<file path="config.mk">
export PLATFORM = sky130hd
export DESIGN_NAME = patch_control_unit
export DESIGN_NICKNAME = d
export VERILOG_FILES = /design/src/rtl/patch_control_unit.sv
export SDC_FILE = /design/constraint.sdc
export NUM_CORES = 1
export LEC_CHECK = 0
export ABC_AREA = 1
export ABC_CLOCK_PERIOD_IN_PS = 2880
export BUFFER_PORTS_ARGS = -buffer_cell sky130_fd_sc_hd__buf_2
export CAP_MARGIN = 20
export CORE_ASPECT_RATIO = 1.25
export CORE_MARGIN = 2
export CORE_UTILIZATION = 42
export DETAILED_ROUTE_END_ITERATION = 7
export GPL_TIMING_DRIVEN = 1
export PLACE_DENSITY = 0.71
export RECOVER_POWER = 50
export SLEW_MARGIN = 5
export SYNTH_ARGS = -nofsm -noshare
export SYNTH_HDL_FRONTEND = slang
export SYNTH_SLANG_ARGS = --single-unit
</file>
<file path="constraint.sdc">
create_clock -name clk -period 2.88 [get_ports clk]
set_input_delay 0.144 -clock clk [delete_from_list [all_inputs] [get_ports clk]]
set_output_delay 0.144 -clock clk [all_outputs]
set_load 0.02 [all_outputs]
</file>
<file path="src/rtl/patch_control_unit.sv">
// Runtime patch controller: watches observe nets for a programmed trigger and
// overrides control bits with per-bit modes while the patch window is open.
module patch_control_unit #(
  parameter int unsigned CTRL_W = 4,
  parameter int unsigned OBS_W  = 2
) (
  input  logic              clk,
  input  logic              rst,
  input  logic              cfg_we,
  input  logic [2:0]        cfg_addr,
  input  logic [7:0]        cfg_wdata,
  input  logic [CTRL_W-1:0] control_port_in,
  input  logic [OBS_W-1:0]  observe_port,
  output logic [CTRL_W-1:0] control_port_out,
  output logic              patch_active,
  output logic [7:0]        trig_count
);

  localparam int unsigned MODE_W = 2 * CTRL_W;
  localparam int unsigned CNT_W  = 8;

  typedef enum logic [1:0] {
    IDLE  = 2'd0,
    ARMED = 2'd1,
    PATCH = 2'd2
  } state_t;

  logic              r_arm;
  logic              r_sticky;
  logic [OBS_W-1:0]  r_mask;
  logic [OBS_W-1:0]  r_value;
  logic [MODE_W-1:0] r_mode;
  logic [CNT_W-1:0]  r_match_len;
  logic [CNT_W-1:0]  r_patch_len;

  state_t            r_state;
  logic [CNT_W-1:0]  r_match_cnt;
  logic [CNT_W-1:0]  r_patch_cnt;
  logic [CNT_W-1:0]  r_trig_count;

  state_t            w_state_nxt;
  logic [CNT_W-1:0]  w_match_nxt;
  logic [CNT_W-1:0]  w_patch_nxt;
  logic              w_fire;
  logic              w_ctrl_wr;
  logic              w_disarm;
  logic              w_clr;
  logic              w_hit;
  logic [CNT_W-1:0]  w_match_len;
  logic [CNT_W-1:0]  w_patch_len;

  assign w_ctrl_wr   = cfg_we && (cfg_addr == 3'd0);
  // A disarm write wins over a trigger landing on the same edge.
  assign w_disarm    = !r_arm || (w_ctrl_wr && !cfg_wdata[0]);
  assign w_clr       = w_ctrl_wr && cfg_wdata[2];
  assign w_hit       = ((observe_port ^ r_value) & r_mask) == '0;
  assign w_match_len = (r_match_len == '0) ? CNT_W'(1) : r_match_len;
  assign w_patch_len = (r_patch_len == '0) ? CNT_W'(1) : r_patch_len;

  // Configuration register file; reserved addresses fall through.
  always_ff @(posedge clk) begin
    if (rst) begin
      r_arm       <= 1'b0;
      r_sticky    <= 1'b0;
      r_mask      <= '0;
      r_value     <= '0;
      r_mode      <= '0;
      r_match_len <= '0;
      r_patch_len <= '0;
    end else if (cfg_we) begin
      case (cfg_addr)
        3'd0: begin
          r_arm    <= cfg_wdata[0];
          r_sticky <= cfg_wdata[1];
        end
        3'd1:    r_mask      <= cfg_wdata[OBS_W-1:0];
        3'd2:    r_value     <= cfg_wdata[OBS_W-1:0];
        3'd3:    r_mode      <= cfg_wdata[MODE_W-1:0];
        3'd4:    r_match_len <= cfg_wdata;
        3'd5:    r_patch_len <= cfg_wdata;
        default: ;
      endcase
    end
  end

  // State and counter registers.
  always_ff @(posedge clk) begin
    if (rst) begin
      r_state      <= IDLE;
      r_match_cnt  <= '0;
      r_patch_cnt  <= '0;
      r_trig_count <= '0;
    end else begin
      r_state     <= w_state_nxt;
      r_match_cnt <= w_match_nxt;
      r_patch_cnt <= w_patch_nxt;
      if (w_clr)
        r_trig_count <= '0;
      else if (w_fire && (r_trig_count != 8'hFF))
        r_trig_count <= r_trig_count + CNT_W'(1);
    end
  end

  // Next-state logic; the IDLE->ARMED edge already samples the first hit.
  always_comb begin
    w_state_nxt = r_state;
    w_match_nxt = r_match_cnt;
    w_patch_nxt = r_patch_cnt;
    w_fire      = 1'b0;
    if (w_disarm) begin
      w_state_nxt = IDLE;
      w_match_nxt = '0;
      w_patch_nxt = '0;
    end else begin
      case (r_state)
        IDLE: begin
          w_state_nxt = ARMED;
          w_match_nxt = w_hit ? CNT_W'(1) : CNT_W'(0);
        end
        ARMED: begin
          if (!w_hit) begin
            w_match_nxt = '0;
          end else if (({1'b0, r_match_cnt} + 9'd1) >= {1'b0, w_match_len}) begin
            w_state_nxt = PATCH;
            w_match_nxt = '0;
            w_patch_nxt = w_patch_len;
            w_fire      = 1'b1;
          end else begin
            w_match_nxt = r_match_cnt + CNT_W'(1);
          end
        end
        PATCH: begin
          if (!r_sticky) begin
            if (r_patch_cnt <= CNT_W'(1)) begin
              w_state_nxt = ARMED;
              w_patch_nxt = '0;
            end else begin
              w_patch_nxt = r_patch_cnt - CNT_W'(1);
            end
          end
        end
        default: begin
          w_state_nxt = IDLE;
          w_match_nxt = '0;
          w_patch_nxt = '0;
        end
      endcase
    end
  end

  // Zero-latency override path.
  always_comb begin
    control_port_out = control_port_in;
    if (r_state == PATCH) begin
      for (int i = 0; i < CTRL_W; i++) begin
        case (r_mode[2*i +: 2])
          2'b01:   control_port_out[i] = 1'b0;
          2'b10:   control_port_out[i] = 1'b1;
          2'b11:   control_port_out[i] = ~control_port_in[i];
          default: control_port_out[i] = control_port_in[i];
        endcase
      end
    end
  end

  assign patch_active = (r_state == PATCH);
  assign trig_count   = r_trig_count;

endmodule

</file>
Yosys cells after proc, flatten, opt, wreduce, memory -nomap -nowiden
Cells that the tools add are included.
{"block": "classes", "n_addsub": 4, "order_cmp": 2, "eq_ne": 24, "muxes": 25, "bitwise": 7, "reduce_logical": 22}
{"operator": "$mux W8", "n": 8}
{"operator": "$pmux W8 S3", "n": 2}
{"operator": "$eq A2 B2 Y1 const B", "n": 9}
{"operator": "$add A8 B1 Y8 const B", "n": 2}
{"operator": "$logic_not A8 Y1", "n": 2}
{"operator": "$pmux W1 S3", "n": 4}
{"operator": "$reduce_and A2 Y1", "n": 6}
{"operator": "$eq A2 B1 Y1 const B", "n": 5}
{"operator": "$add A8 B1 Y9 const B", "n": 1}
{"operator": "$ge A9 B8 Y1", "n": 1}
{"operator": "$le A8 B1 Y1 const B", "n": 1}
{"operator": "$mux W2", "n": 4}
{"operator": "$ne A8 B8 Y1 const B", "n": 1}
{"operator": "$reduce_and A4 Y1", "n": 2}
{"operator": "$sub A8 B1 Y8 const B", "n": 1}
{"operator": "$eq A3 B2 Y1 const B", "n": 2}
{"operator": "$eq A3 B3 Y1 const B", "n": 2}
{"operator": "$ne A2 B2 Y1 const B", "n": 3}
{"operator": "$pmux W2 S3", "n": 1}
{"operator": "$mux W1", "n": 5}
{"operator": "$not A1 Y1", "n": 5}
{"operator": "$logic_and A1 B1 Y1", "n": 4}
{"operator": "$logic_not A2 Y1", "n": 2}
{"operator": "$mux W4", "n": 1}
{"operator": "other kinds (8)", "n": 10}
{"block": "word_totals", "reg_bits": 56, "in_bits": 20, "elab_cells": 95}

Longest topological paths before layout
{"block": "depth", "word_depth": 8, "depth_mapped": 16, "depth_no_buf": 16}

Worst setup path after synthesis
No wires, ideal clock.
{"block": "synth_timing", "path_type": "register to register", "from": "reg r_match_cnt[0]", "to": "reg r_patch_cnt[3]", "setup_ps": 113, "arrival_ps": 2007, "t_required_ps": 2767, "slack_ps": 760, "path_stages_with_launch": 17, "n_path_buf": 0, "synth_period_minus_slack_ps": 2120, "path_cell_list": "dfxtp_1 ha_1 nand3_2 xnor2_1 ha_1 nand2_1 inv_1 nand2_1 nand3_1 nand2_1 nand2_1 nand2_1 nand3_4 nand3_4 nand2_1 nand2_1 nor2_1"}
{"block": "synth_between", "elab_chain_len": 4}
{"item": "start, declared", "line_no": "37", "rtl": "logic [CNT_W-1:0] r_match_cnt;"}
{"item": "start signal, assigned", "line_no": "95", "rtl": "r_match_cnt <= w_match_nxt;"}
{"item": "$add A8 B1 Y9", "line_no": "123", "rtl": "end else if (({1'b0, r_match_cnt} + 9'd1) >= {1'b0, w_match_len}) begin"}
{"item": "$ge A9 B8 Y1", "line_no": "123"}
{"item": "$ne A2 B2 Y1 (no line)"}
{"item": "$reduce_and A4 Y1 (no line)"}
{"item": "end signal, assigned", "line_no": "96", "rtl": "r_patch_cnt <= w_patch_nxt;"}
{"item": "end, declared", "line_no": "38", "rtl": "logic [CNT_W-1:0] r_patch_cnt;"}
Every way passes these cells.
A chain may end at the register's enable or synchronous reset.

Worst setup path after layout
{"block": "layout_timing", "from": "reg r_match_cnt[0]", "to": "reg r_match_cnt[1]"}
{"block": "layout_between", "elab_chain_len": 5, "word_cells_on_any_way": 6}
{"item": "$add A8 B1 Y9", "line_no": "123"}
{"item": "$ge A9 B8 Y1", "line_no": "123"}
{"item": "$mux W8 *", "line_no": "123"}
{"item": "$mux W8 *", "line_no": "121", "rtl": "if (!w_hit) begin"}
{"item": "$pmux W8 S3 *", "line_no": "115", "rtl": "case (r_state)"}
Mark *: on every way between the ends. The rest lies on a longest branch, timed or not.

==> flow_summary.yaml <==
outcome:
  outcome: "finished, final reports clean"
layout:
  layout-drive-gt1-share_pct: 10.23
  fin_util_pct: 47.17
  design.final.nets: 504
  n_antenna_cell: 0
  register_area_sq_mm: 0.001121
  multiInputGateArea_sq_mm: 0.001727
  fill_cell_total_of_the_finished_layout: 750
  area.growth.synth_to_final_pct: 10.37
timing:
  finClkSkew_ns: 0.01364
  fin_tns_setup_ns: 0
  report.final.slew_viol_count: 0
  layout_worst_path_cycle_share_pct: 85.60
  relSlewSlack_pct: 53.56
  setup_repair_after_global_routing_missed_its_margin: "false"
  fin_crit_ns: 2.465
  worst-slew-pin-transition_ns: 0.6919
  final_hold_vios: 0
  achievable-frequency_mhz: 405.6
  timing.final.setup_violations: 0
cts:
  clock_tree.htree_level_count: 2
  postCtsHoldBufs: 0
  cts-root-buf: "sky130_fd_sc_hd__clkbuf_8"
  cts_tree: "done"
  post_cts_setup_buffers: 0
  cts_resized: 0
  clockBufferDepth: 2
  clk-insertion-delay-late_ns: 0.33
  cts_num_sinks: 56
  cts_inserted_buffers: 5
  clk_transition_reported_paths_ns: 0.12
route:
  ant_nets: 0
  post_drt_via_cell_ratio: 5.050
  dr_wl_met2_mm: 3.381
  drt_iter0_drc: 139
  avgRoutedWirePerCell_um: 12.33
  route.final.wire_length_mm: 6.918
  top_signal_layer_used: "met4"
  dr.pass1.iters: 4
  met3_routed_length_um: 161
  drt_drc_violations_left: 0
  wl_met1_mm: 3.180
  routed-via-count: 2833
logic_synthesis:
  avgSynthCellArea_sq_um: 7.169
  syn_nets: 472
  post_synth_instance_area_sq_mm: 0.003125
  synth.lib_cells_used.distinct: 34
  post_synthesis_cell_count: 436
  dominantRegCellSynth: "sky130_fd_sc_hd__dfxtp_1"
  postSynth.asyncResetShare_pct: 0
  synth_edf_count: 0
  seq_area_frac_synth_pct: 35.87
  synth_warnings: 0
  ys_seq_elements: 56
critical_path:
  cp_slowest_cell: "sky130_fd_sc_hd__dfxtp_1"
  cell_chain_of_the_critical_path: "ha_1, nand3_2, xnor2_1, ha_1, nand2_1, inv_1, nand2_1, nand3_1, nand2_1, nand2_1, nand2_1, nand2_4, nor2_4, nand2_1, a21oi_1"
  critPathMaxStageDelay_ns: 0.41
  critPathBufInv: 1
  crit_path_max_fanout: 10
  worstSetupStartpointType: "register"
  worstSetupEndpointType: "register"
  critical_path_most_common_cell: "sky130_fd_sc_hd__nand2_1"
  worst-endpoint-arrival_ns: 2.72
  critical-path-top-delay-family: "simple AND/OR/NAND/NOR gates"
  crit_required_ns: 3.13
  critPathKind: "reg2reg"
power_and_ir_drop:
  power.share.switching_pct: 27.29
  power_frac_comb_pct: 9.0
  total_power_mw: 1.389
  clock_power_share_pct: 33.5
  worst_ir_drop_vdd_mv: 0.2941
  static_leak_nw: 1.394
  p_sw_mw: 0.3790
  pwrdens_mw_per_mm2: 402.5
  power.internal_mw: 1.010
  sequentialPowerShare_pct: 57.4
floorplan:
  floorplan.die_area_sq_mm: 0.008152
  floorplan.core_area_sq_mm: 0.007313
  die_h_um: 100.4
  start_util_pct: 42.74
  fp_rows: 35
  fp.dieW_um: 81.16
  top_level_ports: 33
placement:
  input_output_buffers: 32
  detailedPlacementHpwl_mm: 5.282
  gpl.final_weighted_congestion: 0.8941
job:
  maxCapViolations: 0
grt:
  grt_first_pass_wirelength_mm: 11.91
  grt_pass1_vias: 2676
  grt.total_usage_pct: 18.53
  grt_start_max_net_pins: 32
  antenna_found_initial: 0
  gr-total-overflow: 0
hold_path:
  worstHoldPathType: "in2reg"
## cells by family after synthesis
group | count (synthesis) | synth area share [%]
AO/OA/AOI/OAI | 95 | 16.53
XOR/XNOR | 18 | 5.044
adder cells (fa/ha/maj) | 16 | 6.405
buffers and inverters | 70 | 8.647
flip-flops | 56 | 35.87
AND/OR/NAND/NOR | 181 | 27.50
## cells in the mapped netlist, drive strengths merged, types with 13 or more instances
master / count / area, sq um
dfxtp: 56 / 1121
nor2: 47 / 206.4
nand3: 21 / 157.6
nand2: 90 / 350.3
xor2: 13 / 113.9
ha: 16 / 200.2
o21ai: 37 / 185.2
a21oi: 50 / 261.5
nand4: 15 / 93.84
inv: 59 / 221.5
## stage by stage
stage | hold WS (ns) | setup WS (ns) | cell area [sq um] | std cells
finish | 0.01603 | 0.4148 | 3450 | 561
global route | 0.01436 | 0.1589 | 3450 | 561
CTS | 0.01447 | 0.4070 | 3468 | 561
detailed placement | 0.3725 | 0.4333 | 3374 | 553
floorplan | 0.2440 | 0.7600 | 3126 | 436
global placement | 0.3695 | 0.5265 | 3374 | 553
## registers in the layout, indices dropped and copies added (netlist names)
signal,cells
trig_count,8
r_match_len,8
r_value,2
r_match_cnt,8
r_mask,2
r_mode,8
r_patch_cnt,8
r_sticky,1
r_arm,1
r_patch_len,8
r_state,2
## final timing paths
kind                                    start                          end  slack (ns)  cells after the start
setup reg to reg  r_match_cnt[0]$_SDFFE_PP0N_  r_match_cnt[1]$_SDFFE_PP0N_        0.41                     15
setup / recovery  r_match_cnt[0]$_SDFFE_PP0N_  r_match_cnt[1]$_SDFFE_PP0N_        0.41                     15
hold / removal                            rst           r_arm$_SDFFE_PP0P_        0.02                      2
hold reg to reg        r_mode[6]$_SDFFE_PP0P_       r_mode[6]$_SDFFE_PP0P_        0.45                      2
## placed cells by master, fill, tap and decap left out, drive strengths merged
cell type   n
a21oi      50
a31oi       5
a41o        1
buf        25
clkbuf     14
clkinv      2
clkinvlp    1
dfxtp      56
ha         16
inv        61
nand2      90
nand3      21
nand3b      2
nand4      15
nor2       47
nor3        3
nor4        1
o21ai      37
o22ai       1
o31ai       1
or2         2
xnor2       5
xor2       13
## routing by layer
layer | vias up | GRT usage (%)
met3 | 15 | 2.428
met4 | 0 | 7.823
met1 | 1287 | 23.69
li1 | 1490 | -
met2 | 41 | 31.02
met5 | - | 0
## power by group through the flow
stage / clock network [mW] / registers [mW] / logic, mW
5_1_grt: 0.506 / 0.800 / 0.140
2_1_floorplan: 0 / 0.813 / 0.0864
3_5_place_dp: 0 / 0.816 / 0.126
4_1_cts: 0.473 / 0.798 / 0.127
3_3_place_gp: 0 / 0.815 / 0.123
6_report: 0.466 / 0.798 / 0.125
## cell type report
| class | instances | share of cell area (%) |
|---|---|---|
| repair buffers | 34 | 4.752 |
| clock inverters | 3 | 0.7254 |
| flip-flops and latches | 56 | 32.50 |
| clock buffers | 5 | 1.995 |
| inverters | 61 | 6.638 |
| well taps | 92 | 3.337 |
| multi-input cells | 310 | 50.05 |
No activity file was read; power rests on OpenSTA's default activity.
